<file path="src/rtl/div_pkg.sv">
// Shared definitions for the sequential restoring divider.
//   DIV_W       default divisor / quotient / remainder width (dividend is 2*DIV_W)
//   DIV_CNT_W   default iteration-counter width; 2**DIV_CNT_W must exceed DIV_W
//   div_state_t controller states
package div_pkg;

    localparam int DIV_W     = 8;
    localparam int DIV_CNT_W = 4;

    typedef enum logic [1:0] {
        IDLE = 2'd0,
        CALC = 2'd1,
        DONE = 2'd2
    } div_state_t;

endpackage

</file>
<file path="src/rtl/div_step.sv">
// One restoring-division step, purely combinational.
//   r       in   W    partial remainder, always < d on entry
//   bit_in  in   1    next dividend bit shifted into the remainder
//   d       in   W    divisor
//   r_next  out  W    partial remainder after the trial subtraction
//   qbit    out  1    quotient bit produced by this step
module div_step #(
    parameter int W = 8
) (
    input  logic [W-1:0] r,
    input  logic         bit_in,
    input  logic [W-1:0] d,
    output logic [W-1:0] r_next,
    output logic         qbit
);

    logic [W:0] trial;
    logic [W:0] diff;

    assign trial = {r, bit_in};
    assign diff  = trial - {1'b0, d};

    // r < d on entry means trial < 2*d, so a successful subtraction always
    // leaves a result that fits back into W bits.
    always_comb begin
        r_next = trial[W-1:0];
        qbit   = 1'b0;
        if (trial >= {1'b0, d}) begin
            r_next = diff[W-1:0];
            qbit   = 1'b1;
        end
    end

endmodule

</file>
<file path="src/rtl/seq_restoring_divider.sv">
// Iterative restoring divider: 2W-bit dividend / W-bit divisor -> W-bit quotient
// and W-bit remainder, one quotient bit per clock, one division in flight.
//   clk          in   1    clock
//   rst_n        in   1    synchronous active-low reset
//   in_valid     in   1    request valid
//   in_ready     out  1    request can be accepted (IDLE only)
//   dividend     in   2W   unsigned numerator
//   divisor      in   W    unsigned denominator
//   out_valid    out  1    result valid
//   out_ready    in   1    consumer accepts result
//   quotient     out  W    unsigned quotient ('1 on zero divisor / overflow)
//   remainder    out  W    unsigned remainder (low dividend half on zero divisor / overflow)
//   div_by_zero  out  1    divisor was zero
//   overflow     out  1    true quotient would not fit in W bits
//
// state | meaning
// ------+-------------------------------------------------------------
// IDLE  | in_ready=1, waiting for a request
// CALC  | one restoring step per cycle, counter runs W-1 down to 0
// DONE  | out_valid=1, result and flags held until out_ready
module seq_restoring_divider
    import div_pkg::*;
#(
    parameter int W     = DIV_W,
    parameter int CNT_W = DIV_CNT_W
) (
    input  logic             clk,
    input  logic             rst_n,
    input  logic             in_valid,
    output logic             in_ready,
    input  logic [2*W-1:0]   dividend,
    input  logic [W-1:0]     divisor,
    output logic             out_valid,
    input  logic             out_ready,
    output logic [W-1:0]     quotient,
    output logic [W-1:0]     remainder,
    output logic             div_by_zero,
    output logic             overflow
);

    div_state_t       state;
    logic [CNT_W-1:0] cnt;
    logic [W-1:0]     r;
    logic [W-1:0]     qsh;
    logic [W-1:0]     d;
    logic [W-1:0]     r_next;
    logic             qbit;
    logic [W-1:0]     qsh_next;

    div_step #(.W(W)) u_step (
        .r      (r),
        .bit_in (qsh[W-1]),
        .d      (d),
        .r_next (r_next),
        .qbit   (qbit)
    );

    // The low dividend half shifts out of the top of qsh while quotient bits
    // fill in from the bottom, so after W steps qsh holds the quotient.
    assign qsh_next = {qsh[W-2:0], qbit};

    always_ff @(posedge clk) begin
        if (!rst_n) begin
            state       <= IDLE;
            cnt         <= '0;
            r           <= '0;
            qsh         <= '0;
            d           <= '0;
            in_ready    <= 1'b1;
            out_valid   <= 1'b0;
            quotient    <= '0;
            remainder   <= '0;
            div_by_zero <= 1'b0;
            overflow    <= 1'b0;
        end else begin
            case (state)
                IDLE: begin
                    if (in_valid && in_ready) begin
                        d        <= divisor;
                        r        <= dividend[2*W-1:W];
                        qsh      <= dividend[W-1:0];
                        in_ready <= 1'b0;
                        if (divisor == '0) begin
                            state       <= DONE;
                            out_valid   <= 1'b1;
                            quotient    <= '1;
                            remainder   <= dividend[W-1:0];
                            div_by_zero <= 1'b1;
                        end else if (dividend[2*W-1:W] >= divisor) begin
                            // Upper half already >= divisor: quotient needs more than W bits.
                            state     <= DONE;
                            out_valid <= 1'b1;
                            quotient  <= '1;
                            remainder <= dividend[W-1:0];
                            overflow  <= 1'b1;
                        end else begin
                            state <= CALC;
                            cnt   <= CNT_W'(W - 1);
                        end
                    end
                end

                CALC: begin
                    r   <= r_next;
                    qsh <= qsh_next;
                    if (cnt == '0) begin
                        state     <= DONE;
                        out_valid <= 1'b1;
                        quotient  <= qsh_next;
                        remainder <= r_next;
                    end else begin
                        cnt <= cnt - 1'b1;
                    end
                end

                DONE: begin
                    if (out_ready) begin
                        state       <= IDLE;
                        out_valid   <= 1'b0;
                        in_ready    <= 1'b1;
                        div_by_zero <= 1'b0;
                        overflow    <= 1'b0;
                    end
                end

                default: begin
                    state     <= IDLE;
                    in_ready  <= 1'b1;
                    out_valid <= 1'b0;
                end
            endcase
        end
    end

endmodule

</file>
<file path="config.mk">
export PLATFORM = sky130hd
export DESIGN_NAME = seq_restoring_divider
export DESIGN_NICKNAME = d
export VERILOG_FILES = /design/src/rtl/div_pkg.sv /design/src/rtl/div_step.sv /design/src/rtl/seq_restoring_divider.sv
export SDC_FILE = /design/constraint.sdc
export NUM_CORES = 1
export LEC_CHECK = 0
export BUFFER_PORTS_ARGS = -buffer_cell sky130_fd_sc_hd__buf_2
export CAP_MARGIN = 10
export CORE_ASPECT_RATIO = 0.8
export CORE_MARGIN = 4
export CORE_UTILIZATION = 35
export CTS_CLUSTER_SIZE = 30
export DETAILED_ROUTE_END_ITERATION = 16
export HOLD_SLACK_MARGIN = 0.05
export PLACE_DENSITY = 0.53
export SYNTH_ARGS = -nofsm -noshare
export SYNTH_HDL_FRONTEND = slang
export SYNTH_SLANG_ARGS = --single-unit
</file>
<file path="constraint.sdc">
create_clock -name clk -period 5 [get_ports clk]
set_input_delay 1 -clock clk [delete_from_list [all_inputs] [get_ports clk]]
set_output_delay 1 -clock clk [all_outputs]
set_load 0.02 [all_outputs]
</file>
Yosys cells after proc, flatten, opt, wreduce, memory -nomap -nowiden
Index checks and enable logic that the tools add are counted.
W data, S select, Z words.
{"block": "op_classes", "shifts": 0, "addsub": 2, "mul": 0, "n_reduce_logical": 15, "eq_ne": 11, "div_mod_pow": 0, "mux": 42, "order_cmp": 2, "bitwise_logic": 1}
{"op": "$mux W8", "n": 11}
{"op": "$pmux W8 S2", "n": 4}
{"op": "$mux W4", "n": 4}
{"op": "$ne A2 B2 Y1 const B", "n": 8}
{"op": "$mux W1", "n": 12}
{"op": "$reduce_and A4 Y1", "n": 3}
{"op": "$mux W2", "n": 5}
{"op": "$reduce_and A5 Y1", "n": 2}
{"op": "$ge A9 B8 Y1", "n": 1}
{"op": "$ge A8 B8 Y1", "n": 1}
{"op": "$logic_not A8 Y1", "n": 1}
{"op": "$pmux W4 S2", "n": 1}
{"op": "$sub A8 B8 Y8", "n": 1}
{"op": "$pmux W1 S3", "n": 2}
{"op": "$pmux W2 S3", "n": 1}
{"op": "$reduce_and A3 Y1", "n": 2}
{"op": "$logic_not A4 Y1", "n": 1}
{"op": "$pmux W1 S2", "n": 2}
{"op": "$reduce_and A2 Y1", "n": 2}
{"op": "$reduce_bool A2 Y1", "n": 2}
{"op": "$sub A4 B1 Y4 const B", "n": 1}
{"op": "$ne A3 B3 Y1 const B", "n": 1}
{"op": "$eq A2 B1 Y1 const B", "n": 1}
{"op": "$eq A2 B2 Y1 const B", "n": 1}
{"op": "3 further kinds", "n": 3}
{"block": "word_totals", "register_bits": 50, "ram_bits": 0, "latchBits": 0, "output_inout_bits": 20, "mem_count": 0, "in_bits": 28, "rom_bits": 0, "elab_cells": 84}

Logic depth before layout (Yosys ltp)
{"block": "logic_depth", "depth_word": 5, "ltp_mapped": 10, "mapped_depth_nobuf": 9}

By module
Synthesis repeated with hierarchy kept, for this count alone.
{"block": "hier_totals", "cells_unflattened": 345, "hier_area_um2": 2899.0}
{"module": "seq_restoring_divider", "n_inst": 1, "area_per_inst_um2": 2387.3, "seq_area_each_um2": 1001.0, "cells_per_inst": 275}
{"module": "div_step", "n_inst": 1, "area_per_inst_um2": 511.7, "seq_area_each_um2": 0.0, "cells_per_inst": 70}

Least setup slack after synthesis
Ideal clock, no wire load.
{"block": "synth_path", "path_type": "input-to-reg", "from": "input port divisor[6]", "to": "register remainder[3]", "required_ns": 4.884, "slack_ns": 2.207, "setup_ns": 0.116, "t_arrival_ns": 2.677, "path_buffers": 2, "cell_stages": 10, "cell_sequence": "inv_1 ha_1 a21o_1 a21oi_2 nand2_1 a211o_1 and2_1 buf_6 buf_6 a31o_2"}
{"block": "synth_via", "elab_chain_cells": 4, "word_cells_on_any_way": 7, "cone_classes": "order compare (1); eq/ne (1); mux (3); reduce/logical (2)"}
{"element": "start: declaration", "line_no": "seq_restoring_divider.sv:32", "text": "input logic [W-1:0] divisor,"}
{"element": "branches (longest 4 deep; another with $ge A8 B8 Y1)"}
{"element": "end signal: assignment", "line_no": "seq_restoring_divider.sv:87", "text": "remainder <= dividend[W-1:0];"}
{"element": "end signal: assignment", "line_no": "seq_restoring_divider.sv:94", "text": "remainder <= dividend[W-1:0];"}
{"element": "end signal: assignment", "line_no": "seq_restoring_divider.sv:110", "text": "remainder <= r_next;"}
{"element": "end: declaration", "line_no": "seq_restoring_divider.sv:36", "text": "output logic [W-1:0] remainder,"}
Parallel ways; which one is timed is not known. The select of a mux whose other input is x is not followed.
A chain may end at the register's enable or synchronous reset.

Final worst setup path
{"block": "layout_path", "from": "input port dividend[8]", "to": "register remainder[2]"}
{"block": "layout_via", "elab_chain_cells": 3}
{"element": "start: declaration", "line_no": "seq_restoring_divider.sv:31", "text": "input logic [2*W-1:0] dividend,"}
{"element": "$ge A8 B8 Y1", "line_no": "seq_restoring_divider.sv:89", "text": "end else if (dividend[2*W-1:W] >= divisor) begin"}
{"element": "$ne A3 B3 Y1 (no source line)"}
{"element": "$reduce_and A4 Y1 (no source line)"}
No other way between the ends.

==> metrics.yaml <==
status:
  status: "finished, final reports clean"
worst_setup_path:
  cp.required_ps: 5150
  critical_path_arrival_ps: 3420
  endpoint_kind: "flip-flop"
  crit_type: "in2reg"
  cp_max_fo: 18
  worst_setup_path_start_kind: "input pin"
pwr:
  p_per_area_nw_per_um2: 444.7
  p_leak_nw: 1.429
  ir_worst_vdd_uv: 212.5
floorplanning:
  die-area_um2: 10050
  die_h_um: 90.49
  ios: 48
  core-area_um2: 8092
  fp-row-count: 29
  die_w_um: 111.1
  initial_core_util_pct: 36.79
route:
  num_vias: 2744
  drc: 0
  avgRoutedWirePerCell_um: 16.36
  ant_nets: 0
  dr.first_iter.drc_count: 105
  first_pass_iters: 4
  drt_wl_total_um: 8423
  post_drt_via_cell_ratio: 5.328
placed_design:
  port_buffers: 47
  dp_cells: 507
  gp_congestion: 0.8208
  dpl.hpwl_um: 6122
timing:
  slew_viol_final: 0
  relSlewSlack_pct: 38.84
  hold_violations: 0
  finalClockSkew_ps: 7.881
  rsz0062_at_grt: "no"
  worst_pin_slew_ps: 917.4
  fmax_mhz: 306.4
  period_share_pct: 65.27
  fin_tns_setup_ps: 0
  report.final.setup_viol: 0
  fin_crit_ps: 3264
layout:
  diodes: 0
  layout.cells.non_filler: 515
  ff_latch_area_um2: 1001
  multi_input_area_um2: 1774
  fin_nets: 452
  nFillCells: 855
  drive_gt1_share_pct: 21.13
  syn_to_final_growth_pct: 12.61
  post-route-util_pct: 41.43
synth:
  avgSynthCellArea_um2: 8.067
  ys.flop_type: "dfxtp_1"
  synthCells: 369
  yosysUniqueCellTypes: 59
  synth_area_um2: 2977
  yosys.area.top_type: "dfxtp_1"
  synth_area_leaders: "dfxtp_1 (34%), a21oi_1 (7.4%), ha_1 (7.1%), nand2_1 (6.4%), nor2_1 (4.7%)"
  ys_seq_area_share_pct: 33.63
  post-synth-top-count-cell: "nand2_1"
  ys_ff_latch: 50
  ys_warn_count: 0
  synth.net_count: 415
  yosys.area.top_type_share_pct: 33.63
  synth-edff-count: 0
  synthArstFlopShare_pct: 0
  synth_common_cells: "nand2_1 (51), dfxtp_1 (50), a21oi_1 (44)"
clock_tree:
  post_cts_resized: 0
  numCtsBuffers: 5
  clkTransAtPathRegs_ps: 100
  post-cts-setup-buffer-count: 0
  clkLatencyLatePin_ps: 310
  cts.htree.levels: 2
  cts_tree: "done"
  cts_buffer_depth: 2
  hold_buffers: 0
  clock-root-buffer: "clkbuf_8"
  cts.sinks: 50
global_routing:
  grt_usage_pct: 16.39
  grt_pass1_vias: 2639
  grt_pass1_wl_um: 13540
  grt_max_degree: 36
  antenna_found_initial: 0
  grt-ovfl-total: 0
min_path:
  hp-class: "reg2reg"
flow_run:
  cap_violations: 0
-- cell families (layout without fill, tap and decap cells) --
| group | count (synthesis) | in the layout | synth area share (%) |
|---|---|---|---|
| AND/OR/NAND/NOR | 128 | 128 | 19.42 |
| AO/OA/AOI/OAI | 119 | 119 | 29.21 |
| flip-flops | 50 | 50 | 33.63 |
| buffers and inverters | 45 | 83 | 6.767 |
| adder cells (fa/ha/maj) | 18 | 18 | 7.818 |
| multiplexers | 8 | 8 | 2.858 |
| XOR/XNOR | 1 | 1 | 0.2943 |
-- layout make-up --
type	count	area share, %
flip-flops and latches	50	29.86
multi-input cells	274	52.93
clock inverters	3	0.6346
clock buffers	5	2.053
repair buffers	50	7.689
well taps	108	4.031
inverters	25	2.800
-- sequential cells by signal, summed over array words and instances, names as in the netlist --
signal / count
in_ready: 1
d: 8
overflow: 1
state: 2
remainder: 8
r: 8
cnt: 4
qsh: 8
quotient: 8
div_by_zero: 1
out_valid: 1
-- layout by cell type (no fill, tap or decap), types with 2 or more instances in the layout --
cell and instances:
a211o_1 2, nor2_1 37, nand3_1 9, o21ai_0 13, o22ai_1 3, a21o_2 3, mux2i_1 7, nor3_1 6
or2_2 2, a211oi_1 6, ha_1 17, buf_2 47, a211oi_2 7, nor3b_1 2, nand2_1 51, a31oi_1 2
nor4_1 2, nand2b_1 5, inv_1 24, and2b_1 3, a221oi_1 2, buf_4 3, a311oi_2 2, a21oi_2 3
a21oi_1 44, o2111ai_1 3, and2_1 2, dfxtp_1 50, clkbuf_8 5, a21o_1 4, a311oi_1 12
-- worst paths after layout --
check	startpoint	endpoint	slack [ps]	cells past startpoint
worst max register to register	state[1]$_SDFFE_PN0P_	remainder[2]$_SDFFE_PN0P_	1900	7
worst min register to register	d[3]$_SDFFE_PN0P_	d[3]$_SDFFE_PN0P_	460	2
worst min-delay path	d[3]$_SDFFE_PN0P_	d[3]$_SDFFE_PN0P_	460	2
worst max-delay path	dividend[8]	remainder[2]$_SDFFE_PN0P_	1740	9
-- worst max-delay path, cell delays in order --
cell      delay (ps)
buf_2            100
inv_1             40
ha_1             260
nand2b_1          90
a21oi_1           60
o21ai_1          250
a211o_1          550
and2_1           820
o221ai_1         240
-- power by group --
part           leakage [nW]  internal, mW  switching (mW)
Clock                0.0441        0.0988           0.151
Sequential            0.412         0.475          0.0595
Combinational         0.973         0.267           0.440
-- metal layers --
layer	GRT usage, %	vias to the layer above	wire [um]
met5	0	-	0
met3	3.416	6	406
met1	24.56	1292	4428
met4	3.951	0	80
met2	23.84	57	3509
li1	-	1389	-
-- per-stage QoR --
step | setup WS, ps | hold slack [ps] | total power, mW | cell area (um2)
CTS | 1793 | 461.3 | 1.491 | 3352
global placement | 1551 | 444.5 | 1.238 | 3262
global route | 1586 | 483.5 | 1.595 | 3352
finish | 1736 | 460.1 | 1.491 | 3352
floorplan | 2207 | 436.3 | 1.086 | 2977
detailed placement | 1468 | 446.5 | 1.244 | 3262
Note: power is estimated with default switching activity, not from simulation.
